## config.mk

```make
export PLATFORM = sky130hd
export DESIGN_NAME = vending_machine_param
export DESIGN_NICKNAME = d
export VERILOG_FILES = /design/src/rtl/vending_pkg.sv /design/src/rtl/vm_stock_counter.sv /design/src/rtl/vending_machine_param.sv
export SDC_FILE = /design/constraint.sdc
export NUM_CORES = 1
export LEC_CHECK = 0
export ABC_CLOCK_PERIOD_IN_PS = 3000
export BUFFER_PORTS_ARGS = -buffer_cell sky130_fd_sc_hd__buf_4
export CORE_ASPECT_RATIO = 0.7
export CORE_MARGIN = 2
export CORE_UTILIZATION = 52
export DETAILED_ROUTE_END_ITERATION = 8
export PLACE_DENSITY = 0.75
export SLEW_MARGIN = 20
export SYNTH_ARGS = -nofsm -noshare
export SYNTH_HDL_FRONTEND = slang
export SYNTH_SLANG_ARGS = --single-unit
```

## constraint.sdc

```tcl
create_clock -name clk -period 3 [get_ports clk]
set_input_delay 0.3 -clock clk [delete_from_list [all_inputs] [get_ports clk]]
set_output_delay 0.3 -clock clk [all_outputs]
set_load 0.03 [all_outputs]
```

## src/rtl/vending_pkg.sv

```systemverilog
// vending_pkg
// Shared definitions for the vending machine slice:
//   - coin input encodings
//   - FSM state encoding
//   - coin_value(): maps a 2-bit coin code to its value in half-units
package vending_pkg;

    // Coin codes as presented on the 2-bit coin input.
    localparam logic [1:0] COIN_NONE = 2'b00;  // no coin
    localparam logic [1:0] COIN_HALF = 2'b01;  // 0.5 -> 1 half-unit
    localparam logic [1:0] COIN_ONE  = 2'b10;  // 1.0 -> 2 half-units
    localparam logic [1:0] COIN_TWO  = 2'b11;  // 2.0 -> 4 half-units

    // FSM state encoding.
    localparam logic [1:0] ST_IDLE   = 2'd0;   // credit 0, stock > 0
    localparam logic [1:0] ST_CREDIT = 2'd1;   // 0 < credit < PRICE
    localparam logic [1:0] ST_EMPTY  = 2'd2;   // stock 0, credit 0

    // Value of a coin code in half-units (0, 1, 2 or 4).
    function automatic logic [2:0] coin_value(input logic [1:0] c);
        logic [2:0] v;
        case (c)
            COIN_HALF: v = 3'd1;
            COIN_ONE:  v = 3'd2;
            COIN_TWO:  v = 3'd4;
            default:   v = 3'd0;
        endcase
        return v;
    endfunction

endpackage

```

## src/rtl/vm_stock_counter.sv

```systemverilog
// vm_stock_counter
// Item stock counter with a restock load, a single-step decrement and a
// registered empty flag.
// Ports:
//   clk      in   clock, rising edge
//   rst      in   asynchronous active-high reset (stock -> MAX_STOCK)
//   i_load   in   reload stock to MAX_STOCK
//   i_dec    in   one item dispensed this cycle
//   o_stock  out  items remaining
//   o_empty  out  high while stock is 0
module vm_stock_counter #(
    parameter int MAX_STOCK = 8,
    parameter int SW        = $clog2(MAX_STOCK + 1)
) (
    input  logic          clk,
    input  logic          rst,
    input  logic          i_load,
    input  logic          i_dec,
    output logic [SW-1:0] o_stock,
    output logic          o_empty
);

    localparam logic [SW-1:0] FULL = SW'(MAX_STOCK);

    logic [SW-1:0] r_stock;
    logic          r_empty;
    logic [SW-1:0] w_next;

    // A load coincident with a decrement means the vend is taken from
    // the freshly loaded stock, leaving MAX_STOCK-1.
    always_comb begin
        w_next = r_stock;
        if (i_load && i_dec) begin
            w_next = FULL - SW'(1);
        end else if (i_load) begin
            w_next = FULL;
        end else if (i_dec && (r_stock != '0)) begin
            w_next = r_stock - SW'(1);
        end
    end

    always_ff @(posedge clk or posedge rst) begin
        if (rst) begin
            r_stock <= FULL;
            r_empty <= 1'b0;
        end else begin
            r_stock <= w_next;
            r_empty <= (w_next == '0);
        end
    end

    assign o_stock = r_stock;
    assign o_empty = r_empty;

endmodule

```

## src/rtl/vending_machine_param.sv

```systemverilog
// vending_machine_param
// Single-item vending machine accepting 0.5/1.0/2.0 coins, vending at PRICE
// half-units, returning change and refunding on cancel. All outputs are
// registered: a response to inputs sampled at edge N appears after edge N.
// Ports:
//   clk           in   clock, rising edge
//   rst           in   asynchronous active-high reset
//   coin[1:0]     in   coin inserted this cycle (00 none, 01/10/11 = 1/2/4)
//   cancel        in   refund accumulated credit
//   restock       in   reload stock to MAX_STOCK
//   sell          out  one-cycle pulse, item dispensed
//   change_valid  out  one-cycle pulse qualifying change
//   change        out  amount returned in half-units, 0 unless change_valid
//   coin_reject   out  one-cycle pulse, coin returned unaccepted (empty)
//   credit        out  accumulated credit in half-units
//   stock         out  items remaining
//   empty         out  high while stock is 0
//   dbg_state     out  current FSM state (vending_pkg ST_* encoding)
//
// Handshake: there is no backpressure. Each input is a single-cycle
// request sampled on every rising edge; each pulse output is high for
// exactly the one cycle following the edge that caused it.
module vending_machine_param
    import vending_pkg::*;
#(
    parameter int PRICE     = 3,
    parameter int MAX_STOCK = 8,
    parameter int CW        = 4,
    localparam int SW       = $clog2(MAX_STOCK + 1)
) (
    input  logic          clk,
    input  logic          rst,
    input  logic [1:0]    coin,
    input  logic          cancel,
    input  logic          restock,
    output logic          sell,
    output logic          change_valid,
    output logic [CW-1:0] change,
    output logic          coin_reject,
    output logic [CW-1:0] credit,
    output logic [SW-1:0] stock,
    output logic          empty,
    output logic [1:0]    dbg_state
);

    localparam logic [CW-1:0] PRICE_C = CW'(PRICE);

    logic [1:0]    r_state;
    logic [CW-1:0] r_credit;
    logic          r_sell;
    logic          r_change_valid;
    logic [CW-1:0] r_change;
    logic          r_coin_reject;

    logic [1:0]    w_next_state;
    logic [CW-1:0] w_next_credit;
    logic          w_sell;
    logic          w_change_valid;
    logic [CW-1:0] w_change;
    logic          w_coin_reject;
    logic          w_dec;
    logic [CW-1:0] w_value;
    logic [CW-1:0] w_sum;
    logic          w_active;
    logic          w_last_item;
    logic [SW-1:0] w_stock;
    logic          w_empty;

    // Credit never exceeds PRICE-1 and a coin is at most 4, so the sum
    // fits in CW bits given PRICE+3 < 2**CW.
    assign w_value = CW'(coin_value(coin));
    assign w_sum   = r_credit + w_value;

    // A restock in EMPTY makes the machine serviceable in the same cycle,
    // so the coin is handled as in IDLE instead of being rejected.
    assign w_active = (r_state != ST_EMPTY) || restock;

    // The item vended now is the last one if the stock it is taken from
    // (freshly loaded when restocking) holds exactly one item.
    assign w_last_item = restock ? (MAX_STOCK == 1) : (w_stock == SW'(1));

    always_comb begin
        w_next_state   = r_state;
        w_next_credit  = r_credit;
        w_sell         = 1'b0;
        w_change_valid = 1'b0;
        w_change       = '0;
        w_coin_reject  = 1'b0;
        w_dec          = 1'b0;
        if (!w_active) begin
            if (coin != COIN_NONE) begin
                w_coin_reject = 1'b1;
            end
        end else begin
            if (r_state == ST_EMPTY) begin
                w_next_state = ST_IDLE;
            end
            if (cancel) begin
                // Refund whatever is held plus any coin arriving now.
                if (w_sum != '0) begin
                    w_change_valid = 1'b1;
                    w_change       = w_sum;
                end
                w_next_credit = '0;
                w_next_state  = ST_IDLE;
            end else if (coin != COIN_NONE) begin
                if (w_sum < PRICE_C) begin
                    w_next_credit = w_sum;
                    w_next_state  = ST_CREDIT;
                end else begin
                    w_sell        = 1'b1;
                    w_dec         = 1'b1;
                    w_next_credit = '0;
                    w_next_state  = w_last_item ? ST_EMPTY : ST_IDLE;
                    if (w_sum > PRICE_C) begin
                        w_change_valid = 1'b1;
                        w_change       = w_sum - PRICE_C;
                    end
                end
            end
        end
    end

    always_ff @(posedge clk or posedge rst) begin
        if (rst) begin
            r_state        <= ST_IDLE;
            r_credit       <= '0;
            r_sell         <= 1'b0;
            r_change_valid <= 1'b0;
            r_change       <= '0;
            r_coin_reject  <= 1'b0;
        end else begin
            r_state        <= w_next_state;
            r_credit       <= w_next_credit;
            r_sell         <= w_sell;
            r_change_valid <= w_change_valid;
            r_change       <= w_change;
            r_coin_reject  <= w_coin_reject;
        end
    end

    vm_stock_counter #(
        .MAX_STOCK (MAX_STOCK),
        .SW        (SW)
    ) u_stock (
        .clk     (clk),
        .rst     (rst),
        .i_load  (restock),
        .i_dec   (w_dec),
        .o_stock (w_stock),
        .o_empty (w_empty)
    );

    assign sell         = r_sell;
    assign change_valid = r_change_valid;
    assign change       = r_change;
    assign coin_reject  = r_coin_reject;
    assign credit       = r_credit;
    assign stock        = w_stock;
    assign empty        = w_empty;
    assign dbg_state    = r_state;

endmodule

```

# After elaboration in Yosys (flattened, before gate mapping)
# Index checks and enable logic that the tools add are counted.
# word_totals
reg_bits	18
# op_classes
addsub	3
magnitude_cmp	2
eq_ne	6
muxes	31
n_reduce_logical	11
# op_table
cell	count
two-way mux 4 bit	12
two-way mux 1 bit	13
two-way mux 2 bit	5
one-hot mux 3 bit (3 select lines)	1
nonzero test 4 bit	2
equality test 2 bit (second input constant)	3
adder 4 x 3 -> 4 bit	1
equality test 4 x 1 -> 1 bit (second input constant)	1
> comparator 4 x 2 -> 1 bit (second input constant)	1
logical NOT 4 bit	1
< comparator 4 x 2 -> 1 bit (second input constant)	1
AND reduction 2 bit	2
nonzero test 2 bit	2
subtractor 4 x 1 -> 4 bit (second input constant)	1
subtractor 4 x 2 -> 4 bit (second input constant)	1
nonzero test 3 bit	1
equality test 2 x 1 -> 1 bit (second input constant)	1
logical AND 1 bit	2
inequality test 2 bit (second input constant)	1
logical OR 1 bit	1

# Longest topological paths before layout
# Gate-level depths: netlist of run 1.
# depth
word_depth	13
mapped_depth	8

# Hierarchy
# From an unflattened synthesis of run 1, not the netlist that was laid out.
# unflattened
cells_unflattened	113
area_unflattened_um2	1117.3
# modules_own_cells
module	n_inst	cells_each	area_per_inst_um2	seq_area_each_um2
vending_machine_param	1	75	769.5	325.3
vm_stock_counter	1	38	347.8	126.4

# Least setup slack after synthesis of run 1
# OpenSTA, ideal clock, no wires.
# synth_path
kind	register to register
from	reg r_credit[0] (netlist: credit[0])
to	reg u_stock.r_empty (netlist: u_stock.o_empty)
arrival_time_ns	2.221
required_ns	2.880
slack_ns	0.658
stages_incl_launch_ff	7
path_buffers	0
period_less_slack_ns	2.342
cell_sequence	dfrtp_1 > ha_1 > fa_1 > ha_1 > a211o_1 > a311o_1 > o211a_1
# synth_between
elab_chain_cells	11
word_cells_on_any_way	12
cone_classes	1 x add/sub; 1 x order compare; 7 x mux; 3 x reduce/logical
# synth_rtl
item	line_no	source
from (decl)	vending_machine_param.sv:49	logic [CW-1:0] r_credit;
from (signal assigned)	vending_machine_param.sv:134	r_credit <= w_next_credit;
adder 4 x 3 -> 4 bit (*)	vending_machine_param.sv:72	assign w_sum = r_credit + w_value;
< comparator 4 x 2 -> 1 bit (*)	vending_machine_param.sv:107	if (w_sum < PRICE_C) begin
two-way mux 1 bit (*)	vending_machine_param.sv:107	
two-way mux 1 bit (*)	vending_machine_param.sv:106	end else if (coin != COIN_NONE) begin
two-way mux 1 bit (*)	vending_machine_param.sv:98	if (cancel) begin
two-way mux 1 bit (*)	vending_machine_param.sv:90	if (!w_active) begin
logical AND 1 bit	vm_stock_counter.sv:37	end else if (i_dec && (r_stock != '0)) begin
two-way mux 4 bit	vm_stock_counter.sv:37	
two-way mux 4 bit	vm_stock_counter.sv:35	end else if (i_load) begin
two-way mux 4 bit (*)	vm_stock_counter.sv:33	if (i_load && i_dec) begin
logical NOT 4 bit (*)	vm_stock_counter.sv:48	r_empty <= (w_next == '0);
to (signal assigned)	vm_stock_counter.sv:48	
to (decl)	vm_stock_counter.sv:26	logic r_empty;
# Mark *: on every way between the ends. The rest lies on a longest branch, timed or not.
# A chain may end at the register's enable or synchronous reset.

# Final worst setup path of run 1
# Same ends and word-level chain as after synthesis.

==> results summary, run 1 <==
Ranked by total cell area, the synthesized netlist is headed by sky130_fd_sc_hd__dfrtp_1 (40%), sky130_fd_sc_hd__ha_1 (8.3%), sky130_fd_sc_hd__nand3_1 (4.2%). The cell at the slowest stage of the critical path is sky130_fd_sc_hd__fa_1. After floorplanning, the core was divided into 13 placement rows. The largest net degree at the start of global routing came out at 19. The maximum clock path buffer count is 2. The average via count per standard cell is roughly 6. The depth of the worst register-to-register path is 6. The chip width came out at 58.0 µm.

Counting stages on the worst path, the most repeated cell is sky130_fd_sc_hd__ha_1. The buffers inserted during post-CTS setup optimization came out at 0. The nature of the critical path endpoint is a flip-flop. VDD sags by at most just under 0.0004 V. The half-perimeter wire length after placement came out at 1630 µm.

The flow ran to the end, and the final reports show no timing, DRC or antenna violations. The number of global-route vias before repair came to ~810. The initial antenna violation count came out at 0.

The standard cell area after detailed placement came out at 0.00124 mm². The post-synthesis cell area came out at 0.00106 mm². The buffers plus inverters on the worst setup path came out at 0. The remaining routing DRC violations came out at 0. The total nets after synthesis is 121. The cell leakage power is 0.000633 µW. The global placer's final weighted congestion is roughly 0.84. The worst slew margin relative to its limit came out at 0.558. The setup slack of the worst register-to-register path is around 0.52 ns.

The final layout net count came out at roughly 150. The critical path is of the reg -> reg type. The number of cells upsized or downsized after cts is 0. The final cell area excluding filler cells is 0.00128 mm². Fill cells in the final layout number between 150 and 200. The placement-stage worst setup slack came out at 0.409 ns. The clock reaches the later pin of the worst-skew pair after approximately 0.29 ns. In this run, CTS created clock tree buffers numbering 3.

The number of nets with antenna violations after detailed routing is 0. The fraction of layout instances using a drive strength above 1 is 0.246. The post-route clock skew came out at between 0.005 and 0.006 ns. The starting DRC count in detailed routing came out at 37. The number of levels the H-tree was split into came out at 1. For this configuration, the core starts out at a cell density of 0.562. The number of optimization iterations in the first detailed-route pass came out at 4. The I/O pin total is 24. Clock tree synthesis found a total of 18 sinks. The number of max-slew violations in the final report came out at 0.

The fraction of registers with async set/reset came out at 1.00. The setup total negative slack came out at 0 ns. The number of port buffers came out at 23.

The number of flip-flops and latches in the synthesized netlist is 18. The most numerous cell in the Yosys netlist is sky130_fd_sc_hd__dfrtp_1. Following the worst setup path forward leads to its endpoint at u_stock.o_empty$_DFF_PP0_.

The placeable core area is 0.00189 mm². The worst-case setup margin in the final layout came out at about 0.52 ns. In this run the critical register-to-register path is captured at u_stock.o_empty$_DFF_PP0_. The transition time at the pin with the least slew margin is 0.662 ns. Setup repair after global routing left no endpoint under its margin. By count the netlist is led by sky130_fd_sc_hd__dfrtp_1 (17), sky130_fd_sc_hd__nand3_1 (9), sky130_fd_sc_hd__a21oi_1 (7), sky130_fd_sc_hd__ha_1 (7). Counting I/O delays and the setup requirement, the final critical path takes approximately 2.5 ns.

For this run, the register share of the synthesized area comes to 0.426. The fraction of post-synthesis cell area in the top cell type by area is 0.401. The number of enable-type register cells in the synthesized netlist is 0.

The post-synthesis average cell area came out at 9.92 µm². Walking the worst path, the cells encountered are ha_1 > fa_1 > ha_1 > a211o_1 > a311o_1 > o211a_1. The area enclosed by the die boundary came out at between 0.002 and 0.0025 mm². STA classifies the critical path startpoint as a flip-flop. The largest single stage delay on the critical path is 0.52 ns. The total power density per cell area is ~480 mW/mm².

In this run the clock root is driven by a sky130_fd_sc_hd__clkbuf_4. The worst path arrival time came out at ~2.7 ns. Synthesis handed over a netlist of ~110 instances. The synthesized design spends more area on one cell type than any other, namely sky130_fd_sc_hd__dfrtp_1.

The routed design has approximately 2200 µm of wire. The upper clock frequency limit came out at 0.404 GHz. The global-route wire length before repair is roughly 3600 µm. The area added between synthesis and finish is 20.3%. The vertical extent of the die is approximately 42 µm. The start point of the critical path is credit[0]$_DFFE_PP0P_. The number of maximum-capacitance constraint violations came out at 0. The number of hold violations in the final report is 0. After detailed routing, the average wire length per cell comes to ~14 µm. The final cycle utilization of the critical path is 0.825. The path category of the worst min-delay check is in -> async. The number of vias after detailed routing is 912.

The path length in cells of the critical path came out at 6. The clock-pin slew on the worst setup and hold paths is about 0.090 ns. In the synthesized netlist the dominant register cell turns out to be sky130_fd_sc_hd__dfrtp_1. The endpoint required time on the critical path came out at 3.19 ns. Of all nets on the critical path, the largest fanout is 13. The quantity of hold-fixing buffers added after cts came out at 0.

The total congestion overflow came out at 0. The setup-violating endpoint count in the final report is 0. In this run the critical register-to-register path is launched from credit[0]$_DFFE_PP0P_.

0 antenna diodes ended up in the layout. The cell family with the largest share of critical-path delay is adder cells. The number of distinct library cell variants in the gate-level netlist after synthesis is 42. The combined global-route utilization of all metal layers is 0.192.

The number of synthesis warnings is 0. The post-route core utilization is 0.676. TritonCTS built the clock tree.
[worst min path at each step]
stage,from,endpoint,slack [ns],cells after the start
global placement,rst,sell$_DFF_PP0_,0.43,2
floorplan,rst,change[0]$_DFF_PP0_,0.24,1
global route,rst,u_stock.o_stock[2]$_DFF_PP0_,0.15,2
finish,rst,sell$_DFF_PP0_,0.1,2
CTS,rst,u_stock.o_stock[2]$_DFF_PP0_,0.11,2
detailed placement,rst,u_stock.o_stock[2]$_DFF_PP0_,0.43,2
[registers in the layout (all words and copies together) (netlist names)]
name	count
coin_reject	1
change_valid	1
credit	4
change	4
u_stock.o_empty	1
sell	1
u_stock.o_stock	4
dbg_state	2
[layout by cell type, fill, tap and decap left out, types with 3 or more instances in the layout]
master / n
sky130_fd_sc_hd__nor3_1: 3
sky130_fd_sc_hd__nand3_1: 9
sky130_fd_sc_hd__nand2_1: 3
sky130_fd_sc_hd__and2_1: 6
sky130_fd_sc_hd__a21oi_1: 7
sky130_fd_sc_hd__buf_4: 24
sky130_fd_sc_hd__o21ai_0: 4
sky130_fd_sc_hd__clkbuf_4: 3
sky130_fd_sc_hd__dfrtp_1: 17
sky130_fd_sc_hd__ha_1: 7
sky130_fd_sc_hd__inv_1: 6
sky130_fd_sc_hd__nor2_1: 5
[layer usage]
| metal | wire, µm | global-route usage | up-vias | part of all wire |
|---|---|---|---|---|
| met5 | 0 | 0 | - | 0 |
| met4 | 9 | 0.0233 | 0 | 0.0041 |
| met3 | 159 | 0.0654 | 2 | 0.073 |
| met2 | 1000 | 0.293 | 38 | 0.46 |
| met1 | 1020 | 0.271 | 435 | 0.47 |
| li1 | - | - | 437 | - |
[power breakdown]
| group | switching [µW] | total (µW) | internal (µW) | leakage (µW) |
|---|---|---|---|---|
| Sequential | 19.6 | 283 | 263 | 0.000240 |
| Clock | 67.4 | 141 | 73.9 | 0.0000210 |
| Combinational | 113 | 185 | 72.2 | 0.000372 |
[cell families (layout without fill, tap and decap cells)]
group,count (synthesis),in the layout,share of synthesized area
and+or+nand+nor,43,43,0.241
buffers and inverters,11,34,0.0483
adders and majority gates,8,8,0.101
xor gates and xnor gates,1,1,0.00826
DFF,18,18,0.426
AOI/OAI and AO/OA,26,26,0.176
[layout make-up]
| type | count | area [µm²] | share of cell area |
|---|---|---|---|
| tap | 22 | 27.5 | 0.0216 |
| timing repair buffer | 24 | 180 | 0.141 |
| inverter | 6 | 22.5 | 0.0176 |
| clock buffer | 4 | 36.3 | 0.0284 |
| sequential | 18 | 452 | 0.354 |
| multi-input combinational | 78 | 558 | 0.437 |
[metrics by stage]
step	hold slack (ns)	instances	total power [µW]
after global placement	0.426	148	468
after global routing	0.150	152	651
after detailed placement	0.434	148	470
after CTS	0.113	152	613
final	0.0992	152	609
after floorplan	0.238	107	413
Note: power is estimated with default switching activity, not from simulation.
==> run 2, diff against run 1 <==
--- a/config.mk
+++ b/config.mk
@@ -5,7 +5,7 @@
 export SDC_FILE = /design/constraint.sdc
 export NUM_CORES = 1
 export LEC_CHECK = 0
-export ABC_CLOCK_PERIOD_IN_PS = 3000
+export ABC_CLOCK_PERIOD_IN_PS = 2400
 export BUFFER_PORTS_ARGS = -buffer_cell sky130_fd_sc_hd__buf_4
 export CORE_ASPECT_RATIO = 0.7
 export CORE_MARGIN = 2
==> constraint.sdc (replaced) <==
create_clock -name clk -period 2.4 [get_ports clk]
set_input_delay 0.24 -clock clk [delete_from_list [all_inputs] [get_ports clk]]
set_output_delay 0.24 -clock clk [all_outputs]
set_load 0.03 [all_outputs]
==> results summary, run 2 (synthesis results as in run 1) <==
The run finished with clean final reports. The share of power burned in registers is 0.470 (+0.006). The wire length per cell after detailed routing came out at 14.8 µm (+3.0%). The cell leakage power is 0.000639 µW (+0.95%).

The number of maximum-capacitance constraint violations came out at 0 (unchanged). The number of global-route vias before repair came out at 828 (+1.7%). The nature of the critical path endpoint is a flip-flop.

The fraction of layout instances using a drive strength above 1 came to 0.265 (+0.0190). The number of levels the H-tree was split into came out at 1 (unchanged). The number of nets with antenna violations after detailed routing came to 0 (unchanged). The global-route wire length before repair is 3640 µm (+1.7%).

The setup-violating endpoint count in the final report is 0 (unchanged). The maximum clock path buffer count is 2 (unchanged). Compared with the post-synthesis result, the final layout area differs by 21.9%. The post-route clock skew came out at 0.00967 ns (+0.00411 ns). The upper clock frequency limit came out at 0.436 GHz (+7.9%). The number of vias after detailed routing came out at 906 (-0.66%). The number of hold violations in the final report came out at 0 (unchanged). The launch instance of the worst register-to-register path is credit[0]$_DFFE_PP0P_. The initial antenna violation count came out at 0 (unchanged). In the layout the commonest cells are sky130_fd_sc_hd__buf_4 (26), sky130_fd_sc_hd__dfrtp_1 (17), sky130_fd_sc_hd__nand3_1 (9). The transition time at the pin with the least slew margin is 0.706 ns (+0.0446 ns). The wire length on met2 is 1040 µm (+3.7%). The average via count per standard cell is 5.88 (-1.9%). The maximum fanout encountered on the critical timing path came out at 7 (-6). The vertical extent of the die came out at 41.8 µm (unchanged). The total congestion overflow is 0 (unchanged). The number of placed instances, taps included came to 150 (+1.4%). The number of inserted filler cells in the final layout is 155 (+2.6%). The most common library cell in the layout ignoring fill and taps is sky130_fd_sc_hd__buf_4.

The worst slew margin relative to its limit came out at 0.526 (-0.0321). The half-perimeter wire length after placement came to 1710 µm (+5.0%). The starting DRC count in detailed routing came out at 40 (+8.1%). The final cycle utilization of the critical path came out at 0.956 (+0.131). The post-route core utilization came out at 0.686 (+0.00928).

The total clock sinks is 18 (unchanged). The classification of the worst setup path is reg -> reg. The worst path arrival time is 2.49 ns (-0.17 ns). The starting density of the core is 0.562 (unchanged). The combined global-route utilization of all metal layers came out at 0.198 (+0.00644). The endpoint required time on the critical path came to 2.60 ns (-0.59 ns).

The area enclosed by the die boundary was 0.00242 mm² (unchanged). The wire length after detailed routing is 2280 µm (+4.3%). The worst slack on hold paths is 0.0265 ns (-0.0726 ns). The source-to-sink clock delay at the later pin of the worst-skew pair is 0.30 ns (about the same).

The routed length on met1 came out at 1080 µm (+6.2%). The clock share of power came out at 0.205 (-0.027). The number of max-slew violations in the final report is 0 (unchanged). The portion of total power attributed to combinational logic is 0.324 (+0.020). The global placer's final weighted congestion came to 0.831 (-0.54%). The number of buffers added by the clock tree synthesis step was 3 (unchanged). The proportion of total power due to net switching came out at 0.345 (+0.0169). The maximum vdd drop came to 0.000439 V (+13%).

The path category of the worst min-delay check is in -> async. Following the worst setup path forward leads to its endpoint at u_stock.o_empty$_DFF_PP0_. The placeable core area is 0.00189 mm² (unchanged). The chip width is 58.0 µm (unchanged).

The total power density per cell area is 581 mW/mm² (+22%). The shortest period the worst path allows is 2.29 ns (-0.182 ns). The final layout net count is 147 (+1.4%). The count of non-filler cells in the finished layout is 154 (+1.3%).

The number of port buffers came to 23 (unchanged). The diode insertion count for antenna repair came out at 0 (unchanged). The number of rows created at floorplan came out at 13 (unchanged). The total internal power was 492 µW (+20%).

The met3 layer wire length in the routed design is 153 µm (-3.8%). In this run the critical register-to-register path is captured at u_stock.o_empty$_DFF_PP0_. The critical path starts at credit[0]$_DFFE_PP0P_. The number of optimization iterations in the first detailed-route pass is 4 (unchanged). The largest net degree at the start of global routing is 19 (unchanged).

The setup slack of the worst register-to-register path is 0.11 ns (-0.42 ns). TritonCTS built the clock tree. The I/O pin total is 24 (unchanged).

In this run the top signal layer used is met4. The remaining routing DRC violations is 0 (unchanged). The cell sitting at the root of the clock tree is a sky130_fd_sc_hd__clkbuf_4.

The clock-pin slew on the worst setup and hold paths is 0.10 ns (about the same). The depth of the worst register-to-register path is 6 (unchanged). The power dissipated by switching net loads came to 260 µW (+30%). The buffers inserted during post-CTS setup optimization was 0 (unchanged). The worst setup path is launched from a flip-flop.
==> run 2: cell count changes in the layout (fill, tap and decap cells not counted), sizes merged <==
cell | before | now
buf | 24 | 26
==> run 2: per-stage QoR <==
stage	cell area (µm²)	setup slack (ns)	TNS (ns)	total power [µW]
5_1_grt	1290	-0.0000688	-0.0000688	792
6_report	1290	0.106	0	752
3_3_place_gp	1250	0.102	0	594
4_1_cts	1280	0.129	0	752
3_5_place_dp	1250	0.0450	0	598
2_1_floorplan	1060	0.0583	0	516
==> run 2: area by class of cell <==
type | count | area (µm²) | area share
multi-input combinational | 78 | 571 | 0.441
sequential | 18 | 452 | 0.349
timing repair buffer | 26 | 195 | 0.151
tap | 22 | 27.5 | 0.0213
clock buffer | 4 | 26.3 | 0.0203
inverter | 6 | 22.5 | 0.0174
==> run 2: critical path, cell delays in order (launching register included) <==
cell and delay, ns:
sky130_fd_sc_hd__dfrtp_1 0.41, sky130_fd_sc_hd__ha_1 0.24, sky130_fd_sc_hd__fa_1 0.48, sky130_fd_sc_hd__ha_1 0.25, sky130_fd_sc_hd__a211o_1 0.32, sky130_fd_sc_hd__a311o_1 0.39, sky130_fd_sc_hd__o211a_1 0.11
==> run 2: how the worst min path moves through the flow <==
stage               slack [ns]  from                           end  cells after the start
finish                    0.03   rst                sell$_DFF_PP0_                      2
global route              0.09   rst           change[1]$_DFF_PP0_                      2
CTS                       0.05   rst           change[1]$_DFF_PP0_                      2
detailed placement        0.38   rst           change[1]$_DFF_PP0_                      2
global placement          0.37   rst  u_stock.o_stock[2]$_DFF_PP0_                      2
floorplan                 0.18   rst           change[0]$_DFF_PP0_                      1
==> run 2: layer usage <==
layer	GRT usage	vias to the layer above
li1	-	438
met1	0.277	435
met2	0.298	31
met3	0.0748	2
met4	0.0326	0
met5	0	-
==> run 2: power by group through the flow <==
stage / registers (µW) / clock network [µW] / logic, µW
final: 353 / 154 / 244
after global routing: 358 / 171 / 263
after CTS: 353 / 158 / 240
after detailed placement: 359 / 0 / 239
after global placement: 358 / 0 / 235
after floorplan: 405 / 0 / 111
==> run 2: timing repair <==
| action | in CTS | in global routing |
|---|---|---|
| resized for setup | 0 | 1 |
| hold buffers | 0 | 0 |
| endpoints found under the setup margin | 0 | 1 |
